`config.mk`:
```
export PLATFORM = sky130hd
export DESIGN_NAME = sqrd_pivot_sched_flat
export DESIGN_NICKNAME = d
export VERILOG_FILES = /design/src/rtl/sqrd_pivot_sched_pkg.sv /design/src/rtl/sqrd_pivot_sched_if.sv /design/src/rtl/sqrd_pivot_sched_argmin_seq.sv /design/src/rtl/sqrd_pivot_sched.sv /design/src/flat_wrapper.sv
export SDC_FILE = /design/constraint.sdc
export NUM_CORES = 1
export LEC_CHECK = 0
export BUFFER_PORTS_ARGS = -buffer_cell sky130_fd_sc_hd__buf_2
export CAP_MARGIN = 20
export CORE_UTILIZATION = 39
export DETAILED_ROUTE_END_ITERATION = 8
export PLACE_DENSITY = 0.72
export SYNTH_ARGS = -nofsm -noshare
export SYNTH_HDL_FRONTEND = slang
export SYNTH_SLANG_ARGS = --single-unit
export TNS_END_PERCENT = 50
```
`constraint.sdc`:
```
create_clock -name clk -period 4.3 [get_ports clk]
set_clock_uncertainty 0.1 [all_clocks]
set_input_delay 0.43 -clock clk [delete_from_list [all_inputs] [get_ports clk]]
set_output_delay 0.43 -clock clk [all_outputs]
set_load 0.02 [all_outputs]
```
`src/rtl/sqrd_pivot_sched_pkg.sv`:
```
// Shared constants, FSM encoding and vector packing helpers for the
// sorted-QR pivot scheduler and its running-min sub-block.
`ifndef COLNORM_WL
`define COLNORM_WL 16
`endif

package sqrd_pivot_sched_pkg;

   localparam int unsigned NCOL = 8;
   localparam int unsigned IW   = 3;
   localparam int unsigned NW   = `COLNORM_WL;

   typedef logic [IW-1:0] idx_t;
   typedef logic [NW-1:0] norm_t;

   typedef enum logic [2:0] {
      S_IDLE,
      S_SEARCH,
      S_ISSUE,
      S_WAIT_UPD,
      S_DONE
   } state_e;

   function automatic norm_t norm_at(input logic [NCOL*NW-1:0] v, input int unsigned i);
      return v[i*NW +: NW];
   endfunction

   function automatic logic [NCOL*IW-1:0] pack_order(input idx_t o [NCOL]);
      logic [NCOL*IW-1:0] r;
      r = '0;
      for (int unsigned k = 0; k < NCOL; k++) begin
         r[k*IW +: IW] = o[k];
      end
      return r;
   endfunction

endpackage

```
`src/rtl/sqrd_pivot_sched_if.sv`:
```
// Exchange-command / norm-update link between the pivot scheduler (master)
// and the column-exchange datapath (slave).
interface sqrd_pivot_sched_if;
   import sqrd_pivot_sched_pkg::*;

   logic                 step_valid_o;
   logic                 step_ready_i;
   idx_t                 step_tarcol_o;
   idx_t                 step_mincol_o;
   logic                 upd_valid_i;
   logic [NCOL*NW-1:0]   upd_norm_i;

   modport master (
      output step_valid_o, step_tarcol_o, step_mincol_o,
      input  step_ready_i, upd_valid_i, upd_norm_i
   );

   modport slave (
      input  step_valid_o, step_tarcol_o, step_mincol_o,
      output step_ready_i, upd_valid_i, upd_norm_i
   );
endinterface

```
`src/rtl/sqrd_pivot_sched_argmin_seq.sv`:
```
// Sequential running-min comparator: seed loads the first candidate, each
// step replaces it only on strict less-than, so ties keep the lowest index.
module argmin_seq
   import sqrd_pivot_sched_pkg::*;
#(
   parameter int unsigned W   = NW,
   parameter int unsigned IDW = IW
) (
   input  logic           clk,
   input  logic           rst,
   input  logic           seed_i,
   input  logic           step_i,
   input  logic [W-1:0]   val_i,
   input  logic [IDW-1:0] idx_i,
   output logic [IDW-1:0] min_idx_o
);

   logic [W-1:0]   min_val_q;
   logic [IDW-1:0] min_idx_q;

   always_ff @(posedge clk) begin
      if (rst) begin
         min_val_q <= '0;
         min_idx_q <= '0;
      end else if (seed_i) begin
         min_val_q <= val_i;
         min_idx_q <= idx_i;
      end else if (step_i && (val_i < min_val_q)) begin
         min_val_q <= val_i;
         min_idx_q <= idx_i;
      end
   end

   assign min_idx_o = min_idx_q;

endmodule

```
`src/rtl/sqrd_pivot_sched.sv`:
```
// Column-pivot scheduler: eight min-norm search / exchange / down-date steps
// producing the sorted-QR detection order.
module sqrd_pivot_sched
   import sqrd_pivot_sched_pkg::*;
(
   input  logic                  clk,
   input  logic                  rst,
   input  logic                  start_i,
   input  logic [NCOL*NW-1:0]    norm_init_i,
   output logic                  busy_o,
   output logic                  done_o,
   output logic [NCOL*IW-1:0]    order_o,
   sqrd_pivot_sched_if.master    step_if
);

   state_e state_q;
   idx_t   tar_q;
   idx_t   cnt_q;
   norm_t  norm_q  [NCOL];
   idx_t   order_q [NCOL];
   logic   busy_q;
   logic   done_q;
   logic   valid_q;
   idx_t   min_idx;
   logic   search;

   assign search = (state_q == S_SEARCH);

   // The scan always starts at the target column, so the seed cycle is cnt==tar.
   argmin_seq #(.W(NW), .IDW(IW)) u_argmin (
      .clk       (clk),
      .rst       (rst),
      .seed_i    (search && (cnt_q == tar_q)),
      .step_i    (search),
      .val_i     (norm_q[cnt_q]),
      .idx_i     (cnt_q),
      .min_idx_o (min_idx)
   );

   always_ff @(posedge clk) begin
      if (rst) begin
         state_q <= S_IDLE;
         tar_q   <= '0;
         cnt_q   <= '0;
         busy_q  <= 1'b0;
         done_q  <= 1'b0;
         valid_q <= 1'b0;
         for (int unsigned k = 0; k < NCOL; k++) begin
            norm_q[k]  <= '0;
            order_q[k] <= idx_t'(k);
         end
      end else begin
         done_q <= 1'b0;
         unique case (state_q)
            S_IDLE: begin
               if (start_i) begin
                  for (int unsigned k = 0; k < NCOL; k++) begin
                     norm_q[k]  <= norm_at(norm_init_i, k);
                     order_q[k] <= idx_t'(k);
                  end
                  tar_q   <= '0;
                  cnt_q   <= '0;
                  busy_q  <= 1'b1;
                  state_q <= S_SEARCH;
               end
            end
            S_SEARCH: begin
               if (cnt_q == idx_t'(NCOL-1)) begin
                  valid_q <= 1'b1;
                  state_q <= S_ISSUE;
               end else begin
                  cnt_q <= cnt_q + 1'b1;
               end
            end
            S_ISSUE: begin
               if (step_if.step_ready_i) begin
                  valid_q         <= 1'b0;
                  norm_q[tar_q]   <= norm_q[min_idx];
                  norm_q[min_idx] <= norm_q[tar_q];
                  order_q[tar_q]   <= order_q[min_idx];
                  order_q[min_idx] <= order_q[tar_q];
                  if (tar_q == idx_t'(NCOL-1)) begin
                     done_q  <= 1'b1;
                     state_q <= S_DONE;
                  end else begin
                     state_q <= S_WAIT_UPD;
                  end
               end
            end
            S_WAIT_UPD: begin
               if (step_if.upd_valid_i) begin
                  for (int unsigned k = 0; k < NCOL; k++) begin
                     if (idx_t'(k) > tar_q) begin
                        norm_q[k] <= norm_at(step_if.upd_norm_i, k);
                     end
                  end
                  tar_q   <= tar_q + 1'b1;
                  cnt_q   <= tar_q + 1'b1;
                  state_q <= S_SEARCH;
               end
            end
            S_DONE: begin
               busy_q  <= 1'b0;
               state_q <= S_IDLE;
            end
            default: state_q <= S_IDLE;
         endcase
      end
   end

   assign busy_o                = busy_q;
   assign done_o                = done_q;
   assign order_o               = pack_order(order_q);
   assign step_if.step_valid_o  = valid_q;
   assign step_if.step_tarcol_o = tar_q;
   assign step_if.step_mincol_o = min_idx;

endmodule

```
`src/flat_wrapper.sv`:
```
// flat-port wrapper written by rule: the top's interface ports become plain ports
module sqrd_pivot_sched_flat import sqrd_pivot_sched_pkg::*;
  (clk, rst, start_i, norm_init_i, busy_o, done_o, order_o, step_if_step_valid_o, step_if_step_tarcol_o, step_if_step_mincol_o, step_if_step_ready_i, step_if_upd_valid_i, step_if_upd_norm_i);
  sqrd_pivot_sched_if step_if_i ();
  input  logic clk;
  input  logic rst;
  input  logic start_i;
  input  logic [NCOL*NW-1:0] norm_init_i;
  output logic busy_o;
  output logic done_o;
  output logic [NCOL*IW-1:0] order_o;
  output wire logic [$bits(step_if_i.step_valid_o)-1:0] step_if_step_valid_o;
  output wire logic [$bits(step_if_i.step_tarcol_o)-1:0] step_if_step_tarcol_o;
  output wire logic [$bits(step_if_i.step_mincol_o)-1:0] step_if_step_mincol_o;
  input wire logic [$bits(step_if_i.step_ready_i)-1:0] step_if_step_ready_i;
  input wire logic [$bits(step_if_i.upd_valid_i)-1:0] step_if_upd_valid_i;
  input wire logic [$bits(step_if_i.upd_norm_i)-1:0] step_if_upd_norm_i;
  assign step_if_step_valid_o = step_if_i.step_valid_o;
  assign step_if_step_tarcol_o = step_if_i.step_tarcol_o;
  assign step_if_step_mincol_o = step_if_i.step_mincol_o;
  assign step_if_i.step_ready_i = step_if_step_ready_i;
  assign step_if_i.upd_valid_i = step_if_upd_valid_i;
  assign step_if_i.upd_norm_i = step_if_upd_norm_i;
  sqrd_pivot_sched u_core (.clk(clk), .rst(rst), .start_i(start_i), .norm_init_i(norm_init_i), .busy_o(busy_o), .done_o(done_o), .order_o(order_o), .step_if(step_if_i));
endmodule
```
==> results by group, run 1 <==
Outcome
  – Status: complete, no violations

Power and ir drop
  – Pleak: 6.16 nW
  – Max VDD drop: 262 uV
  – Pwr Total: 5.15 mW
  – Pwr/cell area: 314 mW/mm^2

Flow run
  – Max-Cap Viols: 0

GRT
  – Largest net degree at the start of global routing: 87
  – Vias in the first global route: 12,200
  – Initial antenna violation count: 0
  – GRT Residual Overflow: 0
  – Global-route wire length before repair: 79,200 um
  – Gr usage total: 0.296

Placement
  – IO Port Bufs: 293
  – Global placement routability congestion: 0.971
  – Placed Area: 0.0158 sq mm
  – Placed insts: 1,866
  – HPWL Detailed: 40,400 um

STA
  – Slew at the pin with the worst max-slew slack: 1.15 ns
  – Fin crit period: 3.84 ns
  – Unrepaired setup endpoints after global routing: false
  – Final Hold Fails: 0
  – F_max: 0.260 GHz
  – Final period util: 0.893
  – Slew Limit Fails: 0
  – Total Neg Setup Slack: 0 ns
  – Hold Slack: 0.250 ns
  – Relative slew slack: 0.232
  – Final setup fails: 0

Synthesis
  – Flops & latches, synth: 192
  – Synthesis Warnings: 0
  – EDFF count, synth: 128
  – Syn Nets: 1,457
  – Main synth FF type: edfxtp_1
  – Main combinational cell family by area after synthesis: multiplexers
  – Unique masters post-synth: 69
  – Post-synthesis xor/xnor area fraction: 0.00189
  – Mapped Cells: 1,176
  – Synth Area in Compound Gates: 0.185
  – Post-synthesis mux area share: 0.293
  – Synth Area in Simple Gates: 0.0868
  – Mapped Avg Cell Area: 11.8 sq um
  – Post-synthesis sequential area ratio: 0.369
  – Area of the mapped netlist: 0.0139 sq mm
  – Fraction of the mapped netlist area in adder cells: 0.0180
  – Ys async rst share: 0

Worst setup path
  – Crit path cell chain: buf_12 -> mux4_2 -> mux2_2 -> ha_1 -> a211oi_1 -> a221o_1 -> a311oi_2 -> nor3_4 -> buf_4 -> o31ai_1
  – Crit end category: flop
  – Setup CP Type: flop to flop
  – CP max FO: 34
  – Critical Path Source Type: flop
  – Crit-path slowest cell: a311oi_2
  – Crit-path leading delay family: compound AO/OA/AOI/OAI gates
  – Worst R2R Setup Slack: 0.46 ns
  – CP Buf/Inv Count: 2
  – Largest stage delay, worst path: 0.75 ns
  – Worst endpoint required time: 4.55 ns
  – Arrival time at the worst endpoint: 4.09 ns

Clocking
  – Cts-stage hold buffer count: 0
  – Inserted Clock Buffers: 17
  – Max clock buf depth: 2
  – H-tree depth: 4
  – Clock transition at the registers of the reported paths: 0.08 ns
  – Worst skew pair latency: 0.45 ns
  – Sink Count: 192
  – Clock root cell: clkbuf_16
  – Post-CTS Resized: 0
  – CTS tree: built
  – Post-CTS repair timing setup buffer count: 0

Finish
  – Fin nets: 1,712
  – N_diodes: 0
  – Area added between synthesis and finish: 18.2%
  – Layout cells sized above 1: 0.386
  – Non-Filler Instances: 1,899
  – Commonest non-fill, non-tap cell in the layout: buf_2
  – Fill cells: 3,100
  – Most frequent cells in the layout: 293 x buf_2, 128 x edfxtp_1, 119 x mux2i_1
  – Design area: 0.0164 sq mm

Die
  – Core ar.: 0.0348 sq mm
  – Die footprint: 0.0364 sq mm
  – Die Span X: 191 um
  – Height of the die: 191 um
  – I/O pin count: 294
  – Rows: 68
  – Initial Util: 0.399

Detailed routing
  – WL per Instance: 28.3 um
  – DRT iter0 DRCs: 1,949
  – DR DRC count: 0
  – Drt pass-1 iters: 8
  – Vias per inst: 6.76
  – WL final: 53,700 um
  – Post-DRT Antenna Nets: 0
  – Vias: 12,800

Min path
  – Hold Path Class: input pin to flop
## registers in the layout (all words and copies together) (netlist names), 3 cells and up, named ones only
signal,flops
u_core.u_argmin.min_idx_o,3
u_core.step_if.step_tarcol_o,3
u_core.u_argmin.min_val_q,16
u_core.state_q,3
u_core.order_o,24
u_core.cnt_q,3
u_core.norm_q,128
## synth_stat cells, types with 11 or more instances
cell type	n	share of area
mux2_1	14	0.011
a211oi_1	19	0.010
mux4_2	95	0.15
a22oi_1	12	0.0065
nand2b_1	11	0.0050
edfxtp_1	128	0.28
mux2i_1	119	0.086
a21oi_1	72	0.026
clkbuf_1	33	0.0089
a222oi_1	80	0.058
a221oi_1	24	0.015
o31ai_1	16	0.0086
or4_1	15	0.0081
buf_2	46	0.017
o21ai_0	14	0.0050
o22ai_1	13	0.0059
nor2_1	49	0.013
ha_1	20	0.018
nand3_1	12	0.0043
nand2_1	66	0.018
dfxtp_1	64	0.092
inv_1	22	0.0059
nor2b_1	16	0.0072
a22o_1	20	0.013
mux2_2	44	0.036
## metrics by stage
| step | util | setup slack, ns |
|---|---|---|
| 2_1_floorplan | - | 1.01 |
| 3_3_place_gp | 0.454 | 0.675 |
| 3_5_place_dp | 0.454 | 0.519 |
| 4_1_cts | 0.472 | 0.490 |
| 5_1_grt | 0.472 | 0.193 |
| 6_report | 0.472 | 0.460 |
## cell type report
type | count | area, sq um | share of cell area
multi-input combinational | 854 | 8150 | 0.497
clock inverter | 14 | 186 | 0.0114
timing repair buffer | 342 | 1860 | 0.113
sequential | 192 | 5130 | 0.312
tap | 455 | 569 | 0.0347
inverter | 24 | 90.1 | 0.00549
clock buffer | 18 | 429 | 0.0261
## worst register-to-register path: stages (launching register included)
cell      delay (ns)
dfxtp_2         0.36
buf_12          0.25
mux4_2          0.58
mux2_2          0.32
ha_1            0.31
a211oi_1        0.09
a221o_1         0.36
a311oi_2        0.75
nor3_4          0.16
buf_4           0.24
o31ai_1         0.22
## per-layer routing
layer,vias up,part of all wire,global-route usage
met5,-,0,0
met2,1025,0.44,0.444
met1,6296,0.40,0.429
met3,80,0.13,0.0552
li1,5438,-,-
met4,0,0.027,0.0945
## power breakdown
part           internal [mW]  switching (mW)
clock                  0.841           0.824
sequential              2.16           0.171
combinational          0.513           0.643
total                   3.51            1.64
## cells by family after synthesis
| family | count (synthesis) |
|---|---|
| AOI/OAI and AO/OA | 329 |
| xor gates and xnor gates | 3 |
| adders and majority gates | 20 |
| buffers and inverters | 130 |
| DFF | 192 |
| muxes | 278 |
| and+or+nand+nor | 224 |
## worst paths after layout
| check | start | endpoint | depth (start not counted) |
|---|---|---|---|
| setup / recovery | flop | u_core.u_argmin.min_val_q[13]$_SDFFE_PP0P_ | 10 |
| hold / removal | norm_init_i[73] | u_core.norm_q[4][9]$_DFFE_PP_ | 3 |
| setup reg to reg | flop | u_core.u_argmin.min_val_q[13]$_SDFFE_PP0P_ | 10 |
| hold reg to reg | u_core.u_argmin.min_val_q[3]$_SDFFE_PP0P_ | u_core.u_argmin.min_val_q[3]$_SDFFE_PP0P_ | 2 |
Note: power is estimated with default switching activity, not from simulation.
==> inputs of run 2 (changes only) <==
==> constraint.sdc (replaced) <==
create_clock -name clk -period 4.98 [get_ports clk]
set_clock_uncertainty 0.1 [all_clocks]
set_input_delay 0.498 -clock clk [delete_from_list [all_inputs] [get_ports clk]]
set_output_delay 0.498 -clock clk [all_outputs]
set_load 0.02 [all_outputs]
==> results by group, run 2 (synthesis results as in run 1) <==
Power and ir drop
  – Sequential power share: 0.449
  – Max VDD drop: 252 uV
  – Clock power share: 0.333
  – P_int: 3.01 mW
  – Pleak: 6.12 nW
  – Switching pwr: 1.49 mW
  – Comb power frac: 0.218
  – Pwr/cell area: 276 mW/mm^2
  – Sw frac: 0.331

Worst setup path
  – Crit end category: flop
  – Crit path cell chain: buf_4 -> mux4_2 -> mux2_2 -> ha_1 -> a211oi_1 -> nor2_1 -> o31a_1 -> nor3_4 -> mux2i_1
  – Arrival time at the worst endpoint: 4.38 ns
  – Worst endpoint required time: 5.24 ns
  – Crit-path leading delay family: multiplexers
  – Crit-path slowest cell: nor3_4
  – Setup CP Type: flop to flop
  – Largest stage delay, worst path: 0.76 ns
  – CP max FO: 19
  – CP Buf/Inv Count: 1
  – Critical Path Source Type: flop

GRT
  – Vias in the first global route: 12,100
  – Initial antenna violation count: 0
  – Gr usage total: 0.292
  – Met2 Usage GRT: 0.430
  – Met1 usage: 0.412
  – Met3 Resource Use GR: 0.0710
  – Global-route wire length before repair: 78,000 um
  – GRT Residual Overflow: 0
  – Busiest grt layer: met2
  – Largest net degree at the start of global routing: 97

Placement
  – HPWL Detailed: 39,700 um
  – Placed insts: 1,855
  – Global placement routability congestion: 1.03
  – IO Port Bufs: 293

STA
  – Final period util: 0.827
  – Unrepaired setup endpoints after global routing: false
  – Slew at the pin with the worst max-slew slack: 1.12 ns
  – Final setup fails: 0
  – Slew Limit Fails: 0
  – Final Hold Fails: 0
  – Total Neg Setup Slack: 0 ns
  – Relative slew slack: 0.231
  – Fin crit period: 4.12 ns
  – F_max: 0.243 GHz

Die
  – I/O pin count: 294
  – Height of the die: 191 um
  – Initial Util: 0.399
  – Core ar.: 0.0348 sq mm
  – Die footprint: 0.0364 sq mm
  – Rows: 68
  – Die Span X: 191 um

Outcome
  – Status: complete, no violations

Finish
  – Layout cells sized above 1: 0.383
  – Most frequent cells in the layout: 293 x buf_2, 128 x edfxtp_1, 119 x mux2i_1
  – N_diodes: 0
  – Fin nets: 1,701
  – Area added between synthesis and finish: 17.7%
  – Largest register FFs: 128
  – Non-Filler Instances: 1,888
  – Commonest non-fill, non-tap cell in the layout: buf_2
  – Register bank with the most flops: u_core.norm_q

Detailed routing
  – WL final: 53,400 um
  – Vias per inst: 6.76
  – DRT iter0 DRCs: 2,108
  – DR DRC count: 0
  – Post-DRT Antenna Nets: 0
  – Vias: 12,800
  – Drt pass-1 iters: 9
  – WL per Instance: 28.3 um

Clocking
  – Post-CTS Resized: 0
  – Sink Count: 192
  – Inserted Clock Buffers: 17
  – Cts-stage hold buffer count: 0
  – CTS tree: built
  – Clock root cell: clkbuf_16
  – Clock transition at the registers of the reported paths: 0.10 ns
  – Worst skew pair latency: 0.46 ns
  – Max clock buf depth: 2
  – Post-CTS repair timing setup buffer count: 0
  – H-tree depth: 4

Min path
  – Hold Path Class: input pin to flop

Flow run
  – Max-Cap Viols: 0
## run 2: final cells by class
type / instances / area [sq um]
Sequential cell: 192 / 5130
Timing Repair Buffer: 331 / 1750
Inverter: 24 / 90.1
Clock buffer: 17 / 425
Fill cell: 3112 / 18500
Tap cell: 455 / 569
Multi-Input combinational cell: 854 / 8150
Clock inverter: 15 / 228
## run 2: worst min-delay path, stage by stage
cell and delay, ns:
buf_2 0.08, a222oi_1 0.06, mux2i_1 0.12
## run 2: final timing paths
check                                             from                                         to  slack, ns  depth (start not counted)
max                                               flop                                       flop       0.86                          9
min                             step_if_upd_norm_i[59]             u_core.norm_q[3][11]$_DFFE_PP_       0.31                          3
max reg2reg                                       flop                                       flop       0.86                          9
min reg2reg  u_core.u_argmin.min_val_q[8]$_SDFFE_PP0P_  u_core.u_argmin.min_val_q[8]$_SDFFE_PP0P_       0.39                          2
## run 2: power groups by stage
| stage | clock network [mW] | registers (mW) | logic [mW] |
|---|---|---|---|
| final | 1.50 | 2.02 | 0.982 |
| after CTS | 1.50 | 2.01 | 0.957 |
| after global placement | 0 | 2.04 | 0.932 |
| after detailed placement | 0 | 2.04 | 0.951 |
| after floorplan | 0 | 1.95 | 0.638 |
| after global routing | 1.56 | 2.03 | 1.04 |
## run 2: per-layer routing
layer / vias to the layer above / routed length, um
li1: 5399 / -
met1: 6219 / 20900
met2: 1049 / 23400
met3: 97 / 7320
met4: 0 / 1750
met5: - / 0
## run 2: per-stage QoR
stage                     setup slack [ns]  hold slack (ns)  instance area, sq um   util  power (mW)
after CTS                            0.828            0.311                 16300  0.470        4.47
final                                0.859            0.312                 16300  0.470        4.51
after global placement                1.04            0.367                 15700  0.451        2.97
after global routing                 0.550            0.320                 16300  0.470        4.63
after floorplan                       1.69            0.347                 13900      -        2.59
after detailed placement             0.876            0.372                 15700  0.451        2.99
